File: config.mk
export PLATFORM = sky130hd
export DESIGN_NAME = vid_stream_framer
export DESIGN_NICKNAME = d
export VERILOG_FILES = /design/src/rtl/vid_stream_framer.sv
export SDC_FILE = /design/constraint.sdc
export NUM_CORES = 1
export LEC_CHECK = 0
export CORE_ASPECT_RATIO = 1.1
export CORE_MARGIN = 10
export CORE_UTILIZATION = 34
export CTS_CLUSTER_DIAMETER = 150
export CTS_CLUSTER_SIZE = 24
export DETAILED_ROUTE_END_ITERATION = 8
export PLACE_DENSITY_LB_ADDON = 0.15
export SLEW_MARGIN = 25
export SYNTH_ARGS = -nofsm -noshare
export SYNTH_HDL_FRONTEND = slang
export SYNTH_SLANG_ARGS = --single-unit
File: constraint.sdc
create_clock -name clk -period 2.8 [get_ports clk]
set_input_delay 0.56 -clock clk [delete_from_list [all_inputs] [get_ports clk]]
set_output_delay 0.56 -clock clk [all_outputs]
set_load 0.01 [all_outputs]
File: src/rtl/vid_stream_framer.sv
// Re-frames the scaler's unframed pixel stream into SOF/EOL/EOF-marked pixels.
// Also reports frame completion, overflow pixels and idle-gap aborts.
module vid_stream_framer #(
  parameter int unsigned DW      = 8,
  parameter int unsigned CW      = 10,
  parameter int unsigned TW      = 16,
  parameter int unsigned TIMEOUT = 4096
) (
  input  logic          clk,
  input  logic          rst_n,
  input  logic          i_start,
  input  logic [CW-1:0] i_width,
  input  logic [CW-1:0] i_height,
  input  logic [DW-1:0] i_data,
  input  logic          i_dvalid,
  output logic [DW-1:0] o_data,
  output logic          o_dvalid,
  output logic          o_sof,
  output logic          o_eol,
  output logic          o_eof,
  output logic          o_done,
  output logic          o_busy,
  output logic          o_err_ovf,
  output logic          o_err_timeout,
  output logic [CW-1:0] o_line_cnt
);

  typedef enum logic [1:0] {IDLE, ARMED, RUN} state_t;

  localparam logic [TW-1:0] TMO_LAST = TW'(TIMEOUT - 1);
  localparam logic [TW-1:0] TMO_SAT  = TW'(TIMEOUT);

  state_t        state, state_next;
  logic [CW-1:0] w_m1, h_m1, x, y;
  logic [TW-1:0] idle_cnt;

  logic dims_ok, last_x, last_y;
  logic arm, clr_err, ovf, tmo, fwd, first, eol, eof;

  assign dims_ok = (i_width != '0) && (i_height != '0);
  assign last_x  = (x == w_m1);
  assign last_y  = (y == h_m1);
  assign o_busy  = (state != IDLE);

  always_comb begin
    state_next = state;
    arm        = 1'b0;
    clr_err    = 1'b0;
    ovf        = 1'b0;
    tmo        = 1'b0;
    fwd        = 1'b0;
    first      = 1'b0;
    eol        = 1'b0;
    eof        = 1'b0;
    // i_start wins in every state; a pixel on the same cycle is silently dropped
    if (i_start) begin
      clr_err = 1'b1;
      if (dims_ok) begin
        arm        = 1'b1;
        state_next = ARMED;
      end else begin
        state_next = IDLE;
      end
    end else begin
      case (state)
        IDLE: ovf = i_dvalid;
        ARMED, RUN: begin
          if (i_dvalid) begin
            fwd        = 1'b1;
            first      = (state == ARMED);
            eol        = last_x;
            eof        = last_x && last_y;
            state_next = eof ? IDLE : RUN;
          end else if (state == RUN && idle_cnt == TMO_LAST) begin
            tmo        = 1'b1;
            state_next = IDLE;
          end
        end
        default: state_next = IDLE;
      endcase
    end
  end

  always_ff @(posedge clk or negedge rst_n) begin
    if (!rst_n) begin
      state         <= IDLE;
      w_m1          <= '0;
      h_m1          <= '0;
      x             <= '0;
      y             <= '0;
      idle_cnt      <= '0;
      o_data        <= '0;
      o_dvalid      <= 1'b0;
      o_sof         <= 1'b0;
      o_eol         <= 1'b0;
      o_eof         <= 1'b0;
      o_done        <= 1'b0;
      o_err_ovf     <= 1'b0;
      o_err_timeout <= 1'b0;
      o_line_cnt    <= '0;
    end else begin
      state    <= state_next;
      o_dvalid <= fwd;
      o_sof    <= first;
      o_eol    <= eol;
      o_eof    <= eof;
      o_done   <= eof;
      if (fwd) o_data <= i_data;

      if (clr_err) begin
        o_err_ovf     <= 1'b0;
        o_err_timeout <= 1'b0;
      end
      if (ovf) o_err_ovf <= 1'b1;
      if (tmo) o_err_timeout <= 1'b1;

      if (arm) begin
        w_m1       <= i_width - CW'(1);
        h_m1       <= i_height - CW'(1);
        x          <= '0;
        y          <= '0;
        o_line_cnt <= '0;
        idle_cnt   <= '0;
      end else if (fwd) begin
        idle_cnt <= '0;
        if (eol) begin
          x          <= '0;
          y          <= y + CW'(1);
          o_line_cnt <= o_line_cnt + CW'(1);
        end else begin
          x <= x + CW'(1);
        end
      end else if (state == RUN && !i_start) begin
        // a timeout leaves the counter parked at TIMEOUT until the next arm
        idle_cnt <= tmo ? TMO_SAT : idle_cnt + TW'(1);
      end
    end
  end

endmodule
### After elaboration in Yosys (flattened, before gate mapping)

Index checks and enable logic that the tools add are counted.

| operators by class | value |
|---|---|
| add/sub/neg operators | 6 |
| equality and inequality tests | 7 |
| muxes and demuxes | 43 |
| reduce and logical (&&, ||, !) cells | 17 |

Operators by type and width:

| operator | number |
|---|---|
| two-way mux 10 bit | 9 |
| two-way mux 16 bit | 4 |
| adder 10 x 1 -> 10 bit (second input constant) | 3 |
| two-way mux 1 bit | 25 |
| == test 10 bit | 2 |
| nonzero test 10 bit | 2 |
| subtractor 10 x 1 -> 10 bit (second input constant) | 2 |
| adder 16 x 1 -> 16 bit (second input constant) | 1 |
| == test 16 x 12 -> 1 bit (second input constant) | 1 |
| nonzero test 2 bit | 5 |
| two-way mux 2 bit | 4 |
| logical AND 1 bit | 4 |
| != test 4 bit (second input constant) | 1 |
| case mux 2 bit (2 select lines) | 1 |
| AND reduction 2 bit | 2 |
| nonzero test 3 bit | 1 |
| == test 2 x 1 -> 1 bit (second input constant) | 1 |
| == test 2 bit (second input constant) | 1 |
| zero test 2 bit | 1 |
| != test 2 bit (second input constant) | 1 |
| OR reduction 2 bit | 1 |
| zero test 1 bit | 1 |

| word-level totals | value |
|---|---|
| register bits after elaboration | 82 |
| input bits | 32 |
| output and inout bits | 26 |
| word-level logic and storage cells | 87 |

### Longest topological paths before layout

| depth | value |
|---|---|
| depth after elaboration | 10 |
| depth in mapped cells | 9 |
| depth with buffers taken out | 8 |

### Worst setup path after synthesis

No wires, ideal clock.

| timing path | value |
|---|---|
| path type | input -> register |
| start point | input port i_start |
| end point | register y[5] |
| setup time | 0.078 ns |
| arrival | 2.136 ns |
| data required time | 2.722 ns |
| slack | 0.586 ns |
| cell stages on the path | 6 |
| buffers on the path | 2 |
| cells stage by stage | buf_6 > nand3b_4 > or4_4 > buf_6 > or4_1 > a21oi_1 |

| between the ends | value |
|---|---|
| cells in the longest elaborated chain, start to end | 3 |

RTL lines:

| item | line | RTL |
|---|---|---|
| start: declaration | 11 | `input logic i_start,` |
| two-way mux 1 bit | 56 | `if (i_start) begin` |
| nonzero test 2 bit (no source line) | - |  |
| AND reduction 2 bit (no source line) | - |  |
| end signal: assignment | 128 | `y <= y + CW'(1);` |
| end: declaration | 34 | `logic [CW-1:0] w_m1, h_m1, x, y;` |

Several ways; a longest one is shown, not always the timed one.
A chain may end at the register's enable or synchronous reset.

### Worst setup path in the final report

| timing path | value |
|---|---|
| start point | register state[0] |
| end point | register y[5] |

| between the ends | value |
|---|---|
| cells in the longest elaborated chain, start to end | 6 |

RTL lines:

| item | line | RTL |
|---|---|---|
| start: declaration | 33 | `state_t state, state_next;` |
| start signal: assignment | 102 | `state <= state_next;` |
| == test 2 x 1 -> 1 bit or == test 2 bit (tied branches) | 65 | `case (state)` |
| OR reduction 2 bit (*) | 65 |  |
| two-way mux 1 bit | 65 |  |
| two-way mux 1 bit | 56 |  |
| nonzero test 2 bit (no source line) | - |  |
| AND reduction 2 bit (no source line) (*) | - |  |

Every way passes the cells marked *; elsewhere a longest branch is shown, timed or not.

==> flow_results.org <==
** Run status
- The flow ran to the end, and the final reports show no timing, DRC or antenna violations.

** Drt
- The first TritonRoute pass finished after 4 iterations.
- Dividing the detail-routed via count by the number of cells gives 5.14.
- After detailed routing, the met3 layer carries 367 um of wire.
- Total number of vias :: 3,551
- Dividing the detail-routed wire length by the instance count gives 15.0 um.
- Highest metal layer with signal wires :: met4
- WL met1 :: 4.89 mm
- Amount of wire on met2 after detailed routing :: 4.90 mm
- Routed WL :: 10.3 mm
- In the routed design, unresolved DRC markers number 0.
- Number of routed nets with antenna violations :: 0
- DRC marker count from the first detailed-route iteration :: 194

** Floorplanning
- DIE HEIGHT :: 139 um
- Overall die area :: 17,700 um2
- The initial utilization of the core area, before any placement, comes to 0.346.
- I/O pin count :: 58
- In this run the standard cell core region covers 12,500 um2.
- DIE WIDTH :: 128 um
- Placement Rows :: 43

** Yosys
- Top post-synthesis cells by count :: sky130_fd_sc_hd__dfrtp_1 (82), sky130_fd_sc_hd__nand2_1 (73), sky130_fd_sc_hd__nor2_1 (39), sky130_fd_sc_hd__xnor2_1 (34), sky130_fd_sc_hd__o21ai_0 (28)
- Dominant cells by area after synthesis :: sky130_fd_sc_hd__dfrtp_1 (47%), sky130_fd_sc_hd__xnor2_1 (6.9%), sky130_fd_sc_hd__nand2_1 (6.3%)
- The biggest area contributor in the post-synthesis netlist is sky130_fd_sc_hd__dfrtp_1.
- Share of the synthesized area in the top cell type :: 0.473
- Post-synthesis instance area :: 4340 um2
- The Yosys step of the flow raised 0 warnings.
- Syn nets :: 509
- Among all flip-flop cells after synthesis, the most frequent one is sky130_fd_sc_hd__dfrtp_1.
- In the synthesized netlist the async set-or-reset flop fraction comes to 1.00.
- The most common cell in the synthesized netlist is sky130_fd_sc_hd__dfrtp_1.
- A synthesized cell averages 9.32 um2.
- Sequential fraction of the synthesis area :: 0.473
- Gate count after technology mapping :: 466
- Distinct cell type count after synthesis :: 46
- Counting flops and latches in the post-synthesis netlist gives 82.
- Counting flops with a built-in enable in the synthesized netlist gives 0.

** Timing
- Setup violations remaining at the end of the flow were counted as 0.
- Maximum frequency from static timing analysis :: 0.427 GHz
- TNS Setup :: 0 ns
- Final clock period utilization by the worst path :: 0.837
- In this run the tightest slew margin relative to its limit is 0.529.
- For the pin with the worst max-slew slack, the measured transition is 0.697 ns.
- Clock skew :: 0.0101 ns
- Unrepaired setup endpoints after global routing :: false
- Final-report max-slew violation count :: 0
- Endpoints failing hold :: 0
- Across all setup checks in the final design, the least slack found is 0.457 ns.
- The routed design could run at a clock period as short as 2.34 ns.

** Run
- Reported max-cap violation count :: 0

** Placement
- In this run the tool buffered the top-level ports with 57 buffer cells.
- Total half-perimeter wirelength after legalization and detailed placement :: 7.77 mm
- Placed cell count :: 675
- Final weighted congestion in routability-driven placement :: 0.828
- Post-Place Setup Slack :: 0.150 ns

** CTS
- Number of buffers inserted for hold repair after clock tree synthesis :: 0
- Clock slew at the register clock pins of the worst setup and hold paths :: 0.07 ns
- Clock tree root buffer cell :: sky130_fd_sc_hd__clkbuf_16
- Clock Path Buffers :: 2
- TritonCTS built the clock tree.
- Count of clock tree sinks :: 82
- H-tree level count :: 3
- Number of buffers added by the clock tree synthesis step :: 9
- Post-CTS timing repair inserted 0 buffers for setup.
- In this run, post-CTS repair resized a total of 0 instances.
- Clock latency on the worst-skew pair :: 0.34 ns

** Worst setup path
- STA puts the critical path data required time at 3.07 ns.
- The worst setup path is launched from a register.
- Kind of end point of the critical path :: register
- Data arrives at the worst endpoint at 2.61 ns.
- CP max FO :: 18
- Path type of the worst setup path :: register to register

** GRT
- Via count of the first global-routing pass :: 3,596
- The first global-routing pass estimated 17.9 mm of wire.
- Largest net degree at the start of global routing :: 52
- Overflow after GRT :: 0
- Across every metal layer, demand over resource in global routing totals 0.121.
- The number of antenna violations at the first check in global routing was 0.

** Power
- Leakage power :: 2.30 nW
- IR analysis of the VDD net gives a maximum drop of 229 uV.
- Power spread over the standard cell area amounts to 511 nW/um2.

** Hold path
- Path category of the worst min-delay check :: input pin to async pin

** Cells and area
- Layout area overhead :: 24.7%
- Leaving out filler cells and counting taps, the final layout contains 691.
- Layout net count :: 572
- Fraction of the core area covered by cells at the end of the flow :: 0.432
- The repair_antennas step left the layout with diodes totalling 0.
- In the final layout, the share of cells above drive strength 1 is 0.0730.
final timing paths:
kind / slack (ns) / depth (start not counted) / startpoint / endpoint
setup / recovery: 0.46 / 6 / state[0] / y[5]
hold / removal: 0.16 / 1 / rst_n / o_data[1]
setup reg to reg: 0.46 / 6 / state[0] / y[5]
hold reg to reg: 0.46 / 1 / idle_cnt[15] / idle_cnt[15]
max in group asynchronous: 2.03 / 2 / rst_n / x[3]
min in group clk: 0.46 / 1 / idle_cnt[15] / idle_cnt[15]
cells by family (layout without fill, tap and decap cells):
group	Yosys count	after routing	share of synthesized area
XOR/XNOR	53	53	0.107
flip-flops	82	82	0.473
buffers and inverters	34	102	0.0340
AND/OR/NAND/NOR	212	212	0.244
multiplexers	5	5	0.0121
adder cells (fa/ha/maj)	11	11	0.0317
AO/OA/AOI/OAI	69	69	0.0991
state kept, by name, summed over array words and instances (netlist names):
| signal | cells |
|---|---|
| y | 10 |
| state | 2 |
| o_sof | 1 |
| h_m1 | 10 |
| o_data | 8 |
| o_dvalid | 1 |
| x | 10 |
| idle_cnt | 16 |
| o_err_ovf | 1 |
| o_eol | 1 |
| o_line_cnt | 10 |
| o_err_timeout | 1 |
| o_done | 1 |
| w_m1 | 10 |
cells in the final DEF (no fill, tap or decap), types with 10 or more instances in the layout:
cell type / instances
sky130_fd_sc_hd__inv_1: 12
sky130_fd_sc_hd__nand4_1: 11
sky130_fd_sc_hd__buf_4: 16
sky130_fd_sc_hd__nor4_1: 14
sky130_fd_sc_hd__o21ai_0: 28
sky130_fd_sc_hd__xor2_1: 19
sky130_fd_sc_hd__dfrtp_1: 82
sky130_fd_sc_hd__nand2_1: 73
sky130_fd_sc_hd__xnor2_1: 34
sky130_fd_sc_hd__nand3_1: 25
sky130_fd_sc_hd__ha_1: 11
sky130_fd_sc_hd__a21oi_1: 15
sky130_fd_sc_hd__and3_1: 13
sky130_fd_sc_hd__nor3_1: 10
sky130_fd_sc_hd__nor2_1: 39
sky130_fd_sc_hd__clkdlybuf4s50_1: 56
area by class of cell:
class                           count  area [um2]
Clock buffer                       11         243
Multi-Input combinational cell    350        2140
Clock inverter                      5        30.0
Tap cell                          157         196
Inverter                           13        48.8
Fill cell                        1237        7120
Timing Repair Buffer               73         701
Sequential cell                    82        2050
routing by layer:
metal	vias up	track usage
met5	-	0
met4	0	0.0516
met3	12	0.0184
met2	68	0.192
met1	1713	0.158
li1	1758	-
metrics by stage:
stage	total power, mW	hold WS (ns)	cell area [um2]
4_1_cts	2.81	0.179	5410
3_3_place_gp	1.70	0.460	5140
5_1_grt	2.91	0.198	5410
6_report	2.77	0.159	5410
2_1_floorplan	1.49	0.264	4340
3_5_place_dp	1.71	0.459	5140
worst max-delay path, cell delays in order (launching register included):
cell	delay, ns
sky130_fd_sc_hd__dfrtp_1	0.38
sky130_fd_sc_hd__inv_1	0.08
sky130_fd_sc_hd__ha_1	0.36
sky130_fd_sc_hd__nand3b_4	0.10
sky130_fd_sc_hd__or4_4	0.65
sky130_fd_sc_hd__or4_1	0.54
sky130_fd_sc_hd__a21oi_1	0.16
power by group:
part	switching, mW	total [mW]	internal (mW)
clock network	0.472	1.09	0.620
registers	0.0436	1.29	1.25
logic	0.194	0.381	0.187
total	0.710	2.77	2.06
Power figures use the tool's default switching activity.
